File: config.mk
export PLATFORM = sky130hd
export DESIGN_NAME = snoop_bus_arbiter
export DESIGN_NICKNAME = d
export VERILOG_FILES = /design/src/rtl/snoop_bus_arbiter.sv
export SDC_FILE = /design/constraint.sdc
export NUM_CORES = 1
export LEC_CHECK = 0
export ABC_AREA = 1
export BUFFER_PORTS_ARGS = -buffer_cell sky130_fd_sc_hd__buf_4
export CORE_ASPECT_RATIO = 1.25
export CORE_MARGIN = 2
export CORE_UTILIZATION = 40
export CTS_CLUSTER_SIZE = 28
export DETAILED_ROUTE_END_ITERATION = 16
export MAX_ROUTING_LAYER = met4
export SLEW_MARGIN = 20
export SYNTH_ARGS = -nofsm -noshare
export SYNTH_HDL_FRONTEND = slang
export SYNTH_SLANG_ARGS = --single-unit
File: constraint.sdc
create_clock -name clock -period 1.95 [get_ports clock]
set_clock_uncertainty 0.2 [all_clocks]
set_input_delay 0.0975 -clock clock [delete_from_list [all_inputs] [get_ports clock]]
set_output_delay 0.0975 -clock clock [all_outputs]
set_load 0.03 [all_outputs]
File: src/rtl/snoop_bus_arbiter.sv
// Round-robin arbiter and transaction sequencer for the 3-cache snooping bus.
// Sequences each transaction through emitter, optional snoop and completion phases.
module snoop_bus_arbiter #(
    parameter int         SNOOP_TIMEOUT = 4,
    parameter logic [2:0] MSG_INV       = 3'b011
) (
    input  logic        clock,
    input  logic        reset,
    input  logic [2:0]  req,
    input  logic [14:0] bus_in,
    output logic [2:0]  wr_bus,
    output logic [2:0]  gnt_done,
    output logic        snoop_hit,
    output logic [7:0]  snoop_data,
    output logic        busy
);
    localparam int CW = $clog2(SNOOP_TIMEOUT + 1);
    localparam logic [CW-1:0] CNT_LAST = CW'(SNOOP_TIMEOUT - 1);

    typedef enum logic [1:0] {IDLE, GRANT, SNOOP, DONE} state_t;

    typedef struct packed {
        logic [2:0] tag;
        logic [2:0] msg;
        logic       vld;
        logic [7:0] data;
    } bus_t;

    state_t        state;
    bus_t          bus;
    logic [1:0]    owner;
    logic [1:0]    rr_ptr;
    logic [1:0]    pick;
    logic [CW-1:0] cnt;
    logic [2:0]    creq;
    logic          unused_tag;

    function automatic logic [2:0] onehot(input logic [1:0] c);
        onehot = 3'b100 >> c;
    endfunction

    function automatic logic [1:0] inc3(input logic [1:0] c);
        inc3 = (c == 2'd2) ? 2'd0 : c + 2'd1;
    endfunction

    assign bus        = bus_t'(bus_in);
    assign unused_tag = ^bus.tag;
    // creq[i] is cache i's request; the external bit order is reversed
    assign creq       = {req[0], req[1], req[2]};

    always_comb begin
        logic [1:0] c;
        logic       found;
        pick  = rr_ptr;
        found = 1'b0;
        c     = rr_ptr;
        for (int k = 0; k < 3; k++) begin
            if (creq[c] && !found) begin
                pick  = c;
                found = 1'b1;
            end
            c = inc3(c);
        end
    end

    always_ff @(posedge clock or posedge reset) begin
        if (reset) begin
            state      <= IDLE;
            wr_bus     <= 3'b000;
            gnt_done   <= 3'b000;
            snoop_hit  <= 1'b0;
            snoop_data <= 8'h00;
            busy       <= 1'b0;
            rr_ptr     <= 2'd0;
            owner      <= 2'd0;
            cnt        <= '0;
        end else begin
            case (state)
                IDLE: begin
                    gnt_done <= 3'b000;
                    wr_bus   <= 3'b000;
                    if (|req) begin
                        owner  <= pick;
                        wr_bus <= onehot(pick);
                        busy   <= 1'b1;
                        state  <= GRANT;
                    end
                end
                GRANT: begin
                    wr_bus    <= 3'b000;
                    snoop_hit <= 1'b0;
                    if (bus.msg == MSG_INV) begin
                        gnt_done <= onehot(owner);
                        state    <= DONE;
                    end else begin
                        cnt   <= '0;
                        state <= SNOOP;
                    end
                end
                SNOOP: begin
                    // first valid wins; a valid in the last timeout cycle still counts
                    if (bus.vld) begin
                        snoop_hit  <= 1'b1;
                        snoop_data <= bus.data;
                        gnt_done   <= onehot(owner);
                        state      <= DONE;
                    end else if (cnt == CNT_LAST) begin
                        snoop_hit <= 1'b0;
                        gnt_done  <= onehot(owner);
                        state     <= DONE;
                    end else begin
                        cnt <= cnt + 1'b1;
                    end
                end
                DONE: begin
                    gnt_done <= 3'b000;
                    wr_bus   <= 3'b000;
                    rr_ptr   <= inc3(owner);
                    busy     <= 1'b0;
                    state    <= IDLE;
                end
                default: state <= IDLE;
            endcase
        end
    end
endmodule

======== After elaboration in Yosys (flattened, before gate mapping) ========
Cells that the tools add are included.
operators by class
  $mul .................................... 0
  divide/modulo/power cells ............... 0
  shifts and indexed selects .............. 2
  multiplexer cells ....................... 33
  bitwise gates (word level) .............. 0
  $lt $le $gt $ge ......................... 3
  reduce and logical (&&, ||, !) cells .... 18
  equal/unequal tests ..................... 14
  $add $sub $neg .......................... 4
operators by type and width
  kind                                                                          count
  3-bit two-way mux                                                             7
  2-bit two-way mux                                                             8
  3-bit one-hot mux with 2 select lines                                         2
  2-bit AND reduction                                                           6
  2-bit equality test, second input constant                                    5
  2-bit inequality test, second input constant                                  5
  2-bit by 3-bit less-than comparator with 1-bit output, second input constant  3
  1-bit two-way mux                                                             9
  3-bit one-hot mux with 3 select lines                                         1
  2-bit one-hot mux with 4 select lines                                         1
  2-bit by 1-bit adder with 2-bit output, second input constant                 3
  1-bit binary-select mux with 2-bit select                                     3
  3-bit by 2-bit equality test with 1-bit output, second input constant         2
  2-bit nonzero test                                                            3
  3-bit by 2-bit right shift with 3-bit output, first input constant            2
  1-bit one-hot mux with 2 select lines                                         2
  4-bit AND reduction                                                           1
  2-bit OR reduction                                                            2
  3-bit by 1-bit adder with 3-bit output, second input constant                 1
  3-bit inequality test, second input constant                                  1
  3-bit OR reduction                                                            1
  2-bit by 1-bit equality test with 1-bit output, second input constant         1
  1-bit logical AND                                                             2
  1-bit logical NOT                                                             2
  2-bit logical NOT                                                             1
word-level totals
  RAM bits ................................ 0
  bits of input ports ..................... 20
  output and inout bits ................... 16
  ROM bits ................................ 0
  flip-flop bits (word level) ............. 25
  memories ................................ 0
  logic and storage cells ................. 83
  bits in latches ......................... 0

======== Logic depth before layout (Yosys ltp) ========
Gate-level depths: netlist of the first run.
  word-level depth ........................ 12
  mapped depth ............................ 11
  depth with buffers taken out ............ 11

======== Least setup slack after synthesis of the first run ========
Ideal clock, no wire load.
  path type ............................... flip-flop to flip-flop
  start point ............................. reg state[0]
  end point ............................... reg snoop_data[0]
  required time ........................... 1.625 ns
  slack ................................... 0.345 ns
  clock period less this slack ............ 1.605 ns
  cell stages (with the launch flop) ...... 5
  path buffers ............................ 0
  setup time .............................. 0.125 ns
  arrival time ............................ 1.280 ns
  cell sequence ........................... dfrtp_1 -> inv_1 -> ha_1 -> nand2_1 -> mux2_2
on the way
  longest elaborated chain between the ends .. 2
ends and longest elaborated chain
  what                                  RTL line  text
  start, declared                       29        state_t state;
  start signal, assigned                68        state <= IDLE;
  start signal, assigned                86        state <= GRANT;
  start signal, assigned                94        state <= DONE;
  2-bit equality test                   78        case (state)
  2-bit AND reduction (no source line)  -
  end signal, assigned                  104       snoop_data <= bus.data;
  end, declared                         14        output logic [7:0] snoop_data,
Every way passes these cells.
A chain may end at the register's enable or synchronous reset.

======== Worst setup path in the final report of the first run ========
  start point ............................. reg state[0]
  end point ............................... reg snoop_data[2]
Same word-level chain as after synthesis.

==> reports/summary.txt, run 1 <==
Worst-Margin Slew - 396 ps
number of global-route vias before repair - 1099
maxcap violations - 0
Setup CP Type - register to register
Mapped Cells - 142
Mapped Area - 1290 µm²
NetSw - 1.29 mW
P_int - 1.49 mW
CTS sink count - 25
Hold Path Stages - 4
Skew-Pair Late Insertion Delay - 270 ps
total length of routed wires - 2.64 mm
Antenna diodes - 0
Core Area - 3140 µm²
FF-to-FF path depth - 4
Die H - 67.5 µm
commonest non-fill, non-tap cell in the layout - nand2_1
Slew headroom - 0.734
Critical Path Sink Type - register
routed vias - 1118
slack of the critical path - 180 ps
routability cong. - 0.746
DIE AREA - 3700 µm²
final setup TNS - 0 ps
1st-iter DRT viols - 10
# DRC - 0
power density over the cells - 1600 nW/µm²
Yosys Warn Count - 0
reg2reg end - snoop_data[2]$_DFFE_PP0P_
Syn-to-layout area delta - 34.0%
synth unique cells - 23
sequential area share after synthesis - 0.485
Initial Utilization - 0.411
post-route cell area - 1730 µm²
worst hold endpoint - busy$_DFFE_PP0P_
Final period util - 0.908
dpl cell area - 1580 µm²
Antenna Nets Post-Route - 0
initial antenna violation count - 0
sequence of cells on the critical path - inv_1 -> ha_1 -> nand2_1 -> mux2_2
Pleak - 0.871 nW
CP Data Arrival Time - 1730 ps
Via density - 4.97
worst hold margin - 22.9 ps
hpwl dp - 2.02 mm
status - complete, no violations
most frequent cells in the layout - 35 x nand2_1, 33 x buf_4, 25 x dfrtp_1
Worst R2R Setup Slack - 180 ps
EDFF count, synth - 0
hold path startpoint - req[0]
Rows - 23
IO Pins - 36
RSZ-0062 raised after global routing - no
CTS clock-pin slew for the worst setup and hold paths - 90 ps
worst hold path type - input port to register
Chip Width - 54.8 µm
Slew Limit Fails - 0
Syn Nets - 169
Slowest-stage cell, CP - dfrtp_1
FF+latch count, synth - 25
Congestion Overflow GR - 0
CTS root buffer - clkbuf_8
total power - 2.77 mW
nets@finish - 216
Async S/R FF share, synth - 1.00
hold violation count in the final report - 0
layout cells sized above 1 - 0.314
VDD IR max - 0.000965 V
post-CTS setup buffers - 0
combinational power share - 0.566
CTS Buf Count - 3
part of the power in registers - 0.325
TritonCTS clock tree - built
final setup vio count - 0
Placement Setup Slack - 165 ps
fmax - 565 MHz
largest fanout on the critical path - 9
Switching Fraction - 0.464
Crit path required time - 1910 ps
pin count of the biggest net entering global routing - 26
Layout fillers - 288
Synth Flop Type - dfrtp_1
CTS H-tree lvls - 1
CTS Buffer Depth - 2
min Tclk post-route - 1770 ps
crit path launch - state[0]$_DFFE_PP0P_
Clk pwr share - 0.109
Mean Syn Cell Area - 9.08 µm²
first-pass GRT wire length - 4.43 mm
port bufs - 32
slowest stage delay, CP - 400 ps
All-Layer GR Usage - 0.174
Worst R2R Start - state[0]$_DFFE_PP0P_
WL per Instance - 11.7 µm
Pre-antenna DRT Iters - 4
crit start category - register
## state kept, by name (all words and copies together) (netlist names)
| signal | count |
|---|---|
| snoop_data | 8 |
| cnt | 3 |
| gnt_done | 3 |
| wr_bus | 3 |
| owner | 2 |
| rr_ptr | 2 |
| state | 2 |
| busy | 1 |
| snoop_hit | 1 |
## how the worst max path moves through the flow
| stage | to | cells after the start |
|---|---|---|
| after floorplan | snoop_data[0]$_DFFE_PP0P_ | 4 |
| after global placement | snoop_data[6]$_DFFE_PP0P_ | 4 |
| after detailed placement | snoop_data[2]$_DFFE_PP0P_ | 4 |
| after CTS | snoop_data[2]$_DFFE_PP0P_ | 4 |
| after global routing | cnt[0]$_DFFE_PP0P_ | 8 |
| final | snoop_data[2]$_DFFE_PP0P_ | 4 |
## layout make-up
| class | instances | area (µm²) | share of cell area |
|---|---|---|---|
| well taps | 37 | 46.3 | 0.0268 |
| multi-input cells | 101 | 613 | 0.355 |
| clock buffers | 3 | 41.3 | 0.0239 |
| repair buffers | 42 | 338 | 0.195 |
| clock inverters | 1 | 5.00 | 0.00289 |
| flip-flops and latches | 25 | 626 | 0.362 |
| inverters | 16 | 60.1 | 0.0347 |
## timing repair
action | CTS | global route
setup endpoints to repair | 0 | 2
resized for setup | 0 | 2
hold endpoints to repair | 33 | 0
hold buffers | 9 | 0
## stage by stage
| step | util | cells |
|---|---|---|
| after floorplan | - | 142 |
| after global placement | 0.505 | 212 |
| after detailed placement | 0.505 | 212 |
| final | 0.551 | 225 |
| after CTS | 0.548 | 225 |
| after global routing | 0.551 | 225 |
## cell families after synthesis
family,share of synthesized area
flip-flops,0.485
multiplexers,0.0698
AND/OR/NAND/NOR,0.243
adder cells (fa/ha/maj),0.0679
AO/OA/AOI/OAI,0.0873
buffers and inverters,0.0466
## power groups by stage
stage,sequential [mW],combinational [mW],clock (mW)
5_1_grt,0.924,1.74,0.346
2_1_floorplan,1.16,0.840,0
3_3_place_gp,0.896,1.51,0
4_1_cts,0.900,1.58,0.323
3_5_place_dp,0.907,1.56,0
6_report,0.901,1.57,0.302
## cells in the mapped netlist (all sizes together) (2+ instances only)
| library cell | instances | area, µm² |
|---|---|---|
| nand2 | 38 | 150 |
| dfrtp | 25 | 626 |
| nand3 | 18 | 100 |
| inv | 16 | 60.1 |
| o21ai | 12 | 63.8 |
| mux2 | 8 | 90.1 |
| ha | 7 | 87.6 |
| nor2 | 7 | 36.3 |
| o41ai | 3 | 26.3 |
| a21oi | 2 | 10.0 |
## critical path: cells and delay by family, from the launching register on
| family | cells | cell delay [ps] |
|---|---|---|
| buffers and inverters | 1 | 110 |
| multiplexers | 1 | 380 |
| AND/OR/NAND/NOR | 1 | 300 |
| adder cells (fa/ha/maj) | 1 | 270 |
| flip-flops | 1 | 400 |
## routing by layer
| layer | routed length, µm | vias up | track usage | share of wire |
|---|---|---|---|---|
| met4 | 57 | 0 | 0.0844 | 0.022 |
| met3 | 96 | 5 | 0.0221 | 0.036 |
| li1 | - | 569 | - | - |
| met5 | 0 | - | - | 0 |
| met2 | 1440 | 24 | 0.317 | 0.54 |
| met1 | 1050 | 520 | 0.175 | 0.40 |
(Power assumes the default switching activity.)
==> run 2: changes to the inputs <==
--- a/config.mk
+++ b/config.mk
@@ -12,6 +12,7 @@
 export CORE_UTILIZATION = 40
 export CTS_CLUSTER_SIZE = 28
 export DETAILED_ROUTE_END_ITERATION = 16
+export GPL_TIMING_DRIVEN = 0
 export MAX_ROUTING_LAYER = met4
 export SLEW_MARGIN = 20
 export SYNTH_ARGS = -nofsm -noshare
==> constraint.sdc (replaced) <==
create_clock -name clock -period 2.2 [get_ports clock]
set_clock_uncertainty 0.2 [all_clocks]
set_input_delay 0.11 -clock clock [delete_from_list [all_inputs] [get_ports clock]]
set_output_delay 0.11 -clock clock [all_outputs]
set_load 0.03 [all_outputs]
==> run 2 against run 1 <==
- flip-flop and latch count unchanged
- worst setup slack better by 210 ps
- non-clock buffer count down 1
- utilization down 0.44 points
- count of clock-buffer cells in the layout unchanged
- via count up 0.18%
- routed wire length up 2.9%
- critical path type unchanged
- critical endpoint is now wr_bus[2]$_DFFE_PP0P_
- highest routed layer unchanged
==> reports/summary.txt, run 2 (synthesized netlist as in run 1, its figures left out) <==
Most flops, register - snoop_data
Initial Utilization - 0.411 (unchanged)
Crit path required time - 2170 ps (+260 ps)
Slew headroom - 0.375 (-0.358)
IO Pins - 36 (unchanged)
layout cells sized above 1 - 0.299 (-0.0144)
Slew Limit Fails - 0 (unchanged)
multi-input logic area - 604 µm² (-1.4%)
routed vias - 1120 (+0.18%)
min Tclk post-route - 1810 ps (+36.1 ps)
placed cell count - 211 (-0.47%)
dpl cell area - 1580 µm² (-0.47%)
nets@finish - 215 (-0.46%)
CP Data Arrival Time - 1770 ps (+40 ps)
CTS root buffer - clkbuf_8
commonest non-fill, non-tap cell in the layout - nand2_1
Congestion Overflow GR - 0 (unchanged)
post-CTS setup buffers - 0 (unchanged)
post-route cell area - 1720 µm² (-0.80%)
status - complete, no violations
hpwl dp - 2.09 mm (+3.4%)
Antenna diodes - 0 (unchanged)
largest fanout on the critical path - 7 (-2)
worst hold path type - input port to register
WL per Instance - 12.1 µm (+3.3%)
All-Layer GR Usage - 0.180 (+0.00576)
CTS H-tree lvls - 1 (unchanged)
Pleak - 0.861 nW (-1.1%)
crit start category - register
Skew-Pair Late Insertion Delay - 270 ps (about the same)
Final Util - 0.547 (-0.00439)
Final period util - 0.821 (-0.0867)
initial antenna violation count - 0 (unchanged)
Critical Path Sink Type - register
final setup TNS - 0 ps (unchanged)
Syn-to-layout area delta - 33.0%
maxcap violations - 0 (unchanged)
routability cong. - 0.784 (+5.1%)
Core Area - 3140 µm² (unchanged)
1st-iter DRT viols - 20 (+10)
TritonCTS clock tree - built
Die H - 67.5 µm (unchanged)
CTS clock-pin slew for the worst setup and hold paths - 90 ps (about the same)
Chip Width - 54.8 µm (unchanged)
Pre-antenna DRT Iters - 4 (unchanged)
DIE AREA - 3700 µm² (unchanged)
Final Non-Filler Cells - 224 (-0.44%)
Via density - 5.00 (+0.63%)
CTS sink count - 25 (unchanged)
final setup vio count - 0 (unchanged)
Worst-Margin Slew - 936 ps (+539 ps)
most frequent cells in the layout - 35 x nand2_1, 32 x buf_4, 25 x dfrtp_1
Antenna Nets Post-Route - 0 (unchanged)
worst hold margin - 25.0 ps (+2.13 ps)
VDD IR max - 0.000774 V (-20%)
power density over the cells - 1430 nW/µm² (-11%)
pin count of the biggest net entering global routing - 26 (unchanged)
max FFs per register - 8 (unchanged)
first-pass GRT wire length - 4.57 mm (+3.3%)
Rows - 23 (unchanged)
CTS Buffer Depth - 2 (unchanged)
Layout fillers - 284 (-1.4%)
Reg area - 626 µm² (unchanged)
number of global-route vias before repair - 1091 (-0.73%)
hold violation count in the final report - 0 (unchanged)
RSZ-0062 raised after global routing - no
# DRC - 0 (unchanged)
total length of routed wires - 2.72 mm (+2.9%)
Setup CP Type - register to register
fmax - 554 MHz (-2.0%)
port bufs - 32 (unchanged)
CTS Buf Count - 3 (unchanged)
-- run 2: cell type report --
class,instances,share of cell area
flip-flops and latches,25,0.365
clock buffers,3,0.0241
multi-input cells,101,0.352
well taps,37,0.0270
repair buffers,41,0.193
clock inverters,1,0.00438
inverters,16,0.0350
-- run 2: report_power, final --
part | internal (mW) | switching [mW] | total [mW]
Combinational | 0.526 | 0.847 | 1.37
Clock | 0.128 | 0.150 | 0.279
Sequential | 0.653 | 0.150 | 0.803
-- run 2: stage by stage --
stage               worst slack [ps]  total power [mW]
floorplan                        595              1.77
global placement                 446              2.13
detailed placement               405              2.19
CTS                              390              2.48
global route                     267              2.66
finish                           394              2.45
-- run 2: per-layer routing --
layer | GRT usage | part of all wire
met1 | 0.185 | 0.41
met2 | 0.327 | 0.54
met3 | 0.0199 | 0.032
met4 | 0.0844 | 0.021
met5 | - | 0
-- run 2: path summary, 6_finish.rpt --
check / depth (start not counted) / slack (ps) / startpoint / endpoint
worst max register to register: 8 / 390 / rr_ptr[0]$_DFFE_PP0P_ / wr_bus[2]$_DFFE_PP0P_
max in group asynchronous: 3 / 820 / reset / wr_bus[1]$_DFFE_PP0P_
min in group asynchronous: 3 / 400 / reset / gnt_done[0]$_DFFE_PP0P_
worst min-delay path: 4 / 30 / req[0] / busy$_DFFE_PP0P_
worst max-delay path: 8 / 390 / rr_ptr[0]$_DFFE_PP0P_ / wr_bus[2]$_DFFE_PP0P_
worst min register to register: 2 / 290 / wr_bus[0]$_DFFE_PP0P_ / wr_bus[0]$_DFFE_PP0P_
-- run 2: what timing repair did --
item | in CTS | in global routing
setup endpoints to repair | 0 | 0
resized for setup | 0 | 0
hold buffers | 9 | 0
endpoints found under the hold margin | 33 | 0
-- run 2: worst max-delay path: stages (launching register included) --
cell and delay (ps):
dfrtp_1 480, nor2_1 270, nand2_1 100, nand3_1 140, nand3_1 130, nand3_1 120, nand2_1 110, nand3_1 100
nand2_1 50
==> run 3: changes to the inputs <==
--- a/config.mk
+++ b/config.mk
@@ -14,6 +14,7 @@
 export DETAILED_ROUTE_END_ITERATION = 16
 export GPL_TIMING_DRIVEN = 0
 export MAX_ROUTING_LAYER = met4
+export PLACE_DENSITY = 0.66
 export SLEW_MARGIN = 20
 export SYNTH_ARGS = -nofsm -noshare
 export SYNTH_HDL_FRONTEND = slang
==> constraint.sdc (replaced) <==
create_clock -name clock -period 1.55 [get_ports clock]
set_clock_uncertainty 0.2 [all_clocks]
set_input_delay 0.0775 -clock clock [delete_from_list [all_inputs] [get_ports clock]]
set_output_delay 0.0775 -clock clock [all_outputs]
set_load 0.03 [all_outputs]
==> run 3 against run 2 <==
- the run now ends with negative setup slack left
- sequential power increased by 46%
- count of clock-buffer cells in the layout unchanged
- hold slack got worse by 22 ps
- first-iteration DRC count increased by 15%
- largest power group unchanged
- maximum frequency increased by 5.6%
- critical path depth increased by 1
- routed wire length increased by 25%
- power increased by 79%
- worst setup slack got worse by 550 ps
==> reports/summary.txt, run 3 (synthesized netlist as in run 1, its figures left out) <==
Chip Width - 54.8 µm (unchanged)
slack of the critical path - -160 ps (-554 ps)
Slew headroom - 0.400 (+0.0244)
Congestion Overflow GR - 0 (unchanged)
power density over the cells - 2110 nW/µm² (+47%)
Placement Setup Slack - -167 ps (-572 ps)
VDD IR max - 0.00133 V (+72%)
hpwl dp - 2.06 mm (-1.8%)
slowest stage delay, CP - 400 ps (-80 ps)
CTS Buf Count - 3 (unchanged)
Setup CP Type - register to register
Worst-Margin Slew - 895 ps (-41.1 ps)
Most flops, register - snoop_data
Antenna diodes - 0 (unchanged)
dpl cell area - 1590 µm² (+0.71%)
Final period util - 1.10 (+0.282)
CTS Buffer Depth - 2 (unchanged)
CTS root buffer - clkbuf_8
max FFs per register - 8 (unchanged)
first-pass GRT wire length - 5.02 mm (+9.7%)
total power - 4.39 mW (+79%)
Via density - 5.18 (+3.6%)
maxcap violations - 0 (unchanged)
CTS clock-pin slew for the worst setup and hold paths - 90 ps (about the same)
min Tclk post-route - 1710 ps (-96.0 ps)
Critical Path Sink Type - register
WL per Instance - 14.3 µm (+17%)
status - finished, violations left
crit start category - register
DIE AREA - 3700 µm² (unchanged)
initial antenna violation count - 0 (unchanged)
met3 Use GR - 0.0265 (+0.00664)
RSZ-0062 raised after global routing - yes
pin count of the biggest net entering global routing - 26 (unchanged)
port bufs - 32 (unchanged)
1st-iter DRT viols - 23 (+15%)
routed vias - 1238 (+11%)
Most Used Layer, Global Route - met2
total length of routed wires - 3.41 mm (+25%)
Core Area - 3140 µm² (unchanged)
Slowest-stage cell, CP - dfrtp_1
Skew-Pair Late Insertion Delay - 270 ps (about the same)
IO Pins - 36 (unchanged)
Initial Utilization - 0.411 (unchanged)
hold violation count in the final report - 0 (unchanged)
routability cong. - 0.733 (-6.4%)
final setup vio count - 20 (+20)
GRT met2 Usage - 0.354 (+0.0268)
placed cell count - 211 (unchanged)
layout cells sized above 1 - 0.584 (+0.285)
# DRC - 0 (unchanged)
sequence of cells on the critical path - ha_2 -> ha_4 -> nor2_4 -> nand2_4 -> buf_6 -> buf_6 -> nand2_4 -> o21ai_1 -> o21ai_1
Final Non-Filler Cells - 239 (+6.7%)
most frequent cells in the layout - 44 x buf_4, 22 x dfrtp_1, 21 x nand2_1
failing checks - negative setup slack
Crit path required time - 1550 ps (-620 ps)
Slew Limit Fails - 0 (unchanged)
largest fanout on the critical path - 4 (-3)
Die H - 67.5 µm (unchanged)
CTS sink count - 25 (unchanged)
CTS H-tree lvls - 1 (unchanged)
TritonCTS clock tree - built
fmax - 585 MHz (+5.6%)
All-Layer GR Usage - 0.192 (+0.0123)
Worst R2R Setup Slack - -160 ps (-550 ps)
nets@finish - 230 (+7.0%)
Pre-antenna DRT Iters - 4 (unchanged)
routing usage on met1 - 0.198 (+0.0135)
Syn-to-layout area delta - 61.4%
Rows - 23 (unchanged)
Antenna Nets Post-Route - 0 (unchanged)
CP Data Arrival Time - 1710 ps (-60 ps)
worst hold path type - input port to register
commonest non-fill, non-tap cell in the layout - buf_4
number of global-route vias before repair - 1230 (+13%)
post-route cell area - 2080 µm² (+21%)
Pleak - 0.988 nW (+15%)
-- run 3: cell types whose count changed in the layout (fill, tap and decap cells not counted), moves of 6 or more --
cell / before / now
nand2_1: 35 / 21
buf_4: 32 / 44
nand2_2: 3 / 13
nand3_1: 16 / 7
nand3_2: 2 / 11
ha_1: 7 / 1
o21ai_0: 9 / 3
-- run 3: area by class of cell --
type | count | area [µm²]
fillers | 238 | 1050
multi-input cells | 101 | 841
flip-flops and latches | 25 | 629
repair buffers | 56 | 454
inverters | 16 | 62.6
well taps | 37 | 46.3
clock buffers | 3 | 41.3
clock inverters | 1 | 7.51
-- run 3: final timing paths --
path,to,cells after the start,startpoint
worst max-delay path,state[0]$_DFFE_PP0P_,9,cnt[1]$_DFFE_PP0P_
worst min-delay path,snoop_hit$_DFFE_PP0P_,3,bus_in[8]
worst max register to register,state[0]$_DFFE_PP0P_,9,cnt[1]$_DFFE_PP0P_
worst min register to register,wr_bus[0]$_DFFE_PP0P_,2,wr_bus[0]$_DFFE_PP0P_
max in group asynchronous,rr_ptr[1]$_DFFE_PP0P_,3,reset
min in group asynchronous,snoop_hit$_DFFE_PP0P_,3,reset
-- run 3: per-stage QoR --
step,util,setup TNS [ps],hold WS [ps]
final,0.664,-972,3.35
after global routing,0.664,-2610,41.9
after CTS,0.598,-544,3.32
after detailed placement,0.506,-2200,116
after global placement,0.506,-1560,110
after floorplan,-,0,-95.2
-- run 3: power by group --
part	switching, mW	internal (mW)	leakage, nW	total [mW]
Sequential	0.240	0.934	0.309	1.17
Combinational	1.59	1.22	0.657	2.82
Clock	0.218	0.182	0.0217	0.400
-- run 3: timing repair --
action / 4_1_cts / 5_1_grt
pin swaps: 3 / 18
resized for setup: 26 / 39
hold endpoints to repair: 33 / 0
setup buffers: 6 / 9
gates cloned: 0 / 0
hold buffers: 9 / 0
setup endpoints to repair: 20 / 23
-- run 3: metal layers --
metal,vias to the layer above,wire (µm)
met5,-,0
met4,0,95
met3,10,103
met2,31,1920
met1,599,1290
li1,598,-
-- run 3: critical path, delay by kind of cell (launching register included) --
family | cells | cell delay [ps]
AO/OA/AOI/OAI | 2 | 150
adder cells (fa/ha/maj) | 2 | 380
buffers and inverters | 2 | 230
flip-flops | 1 | 400
AND/OR/NAND/NOR | 3 | 270
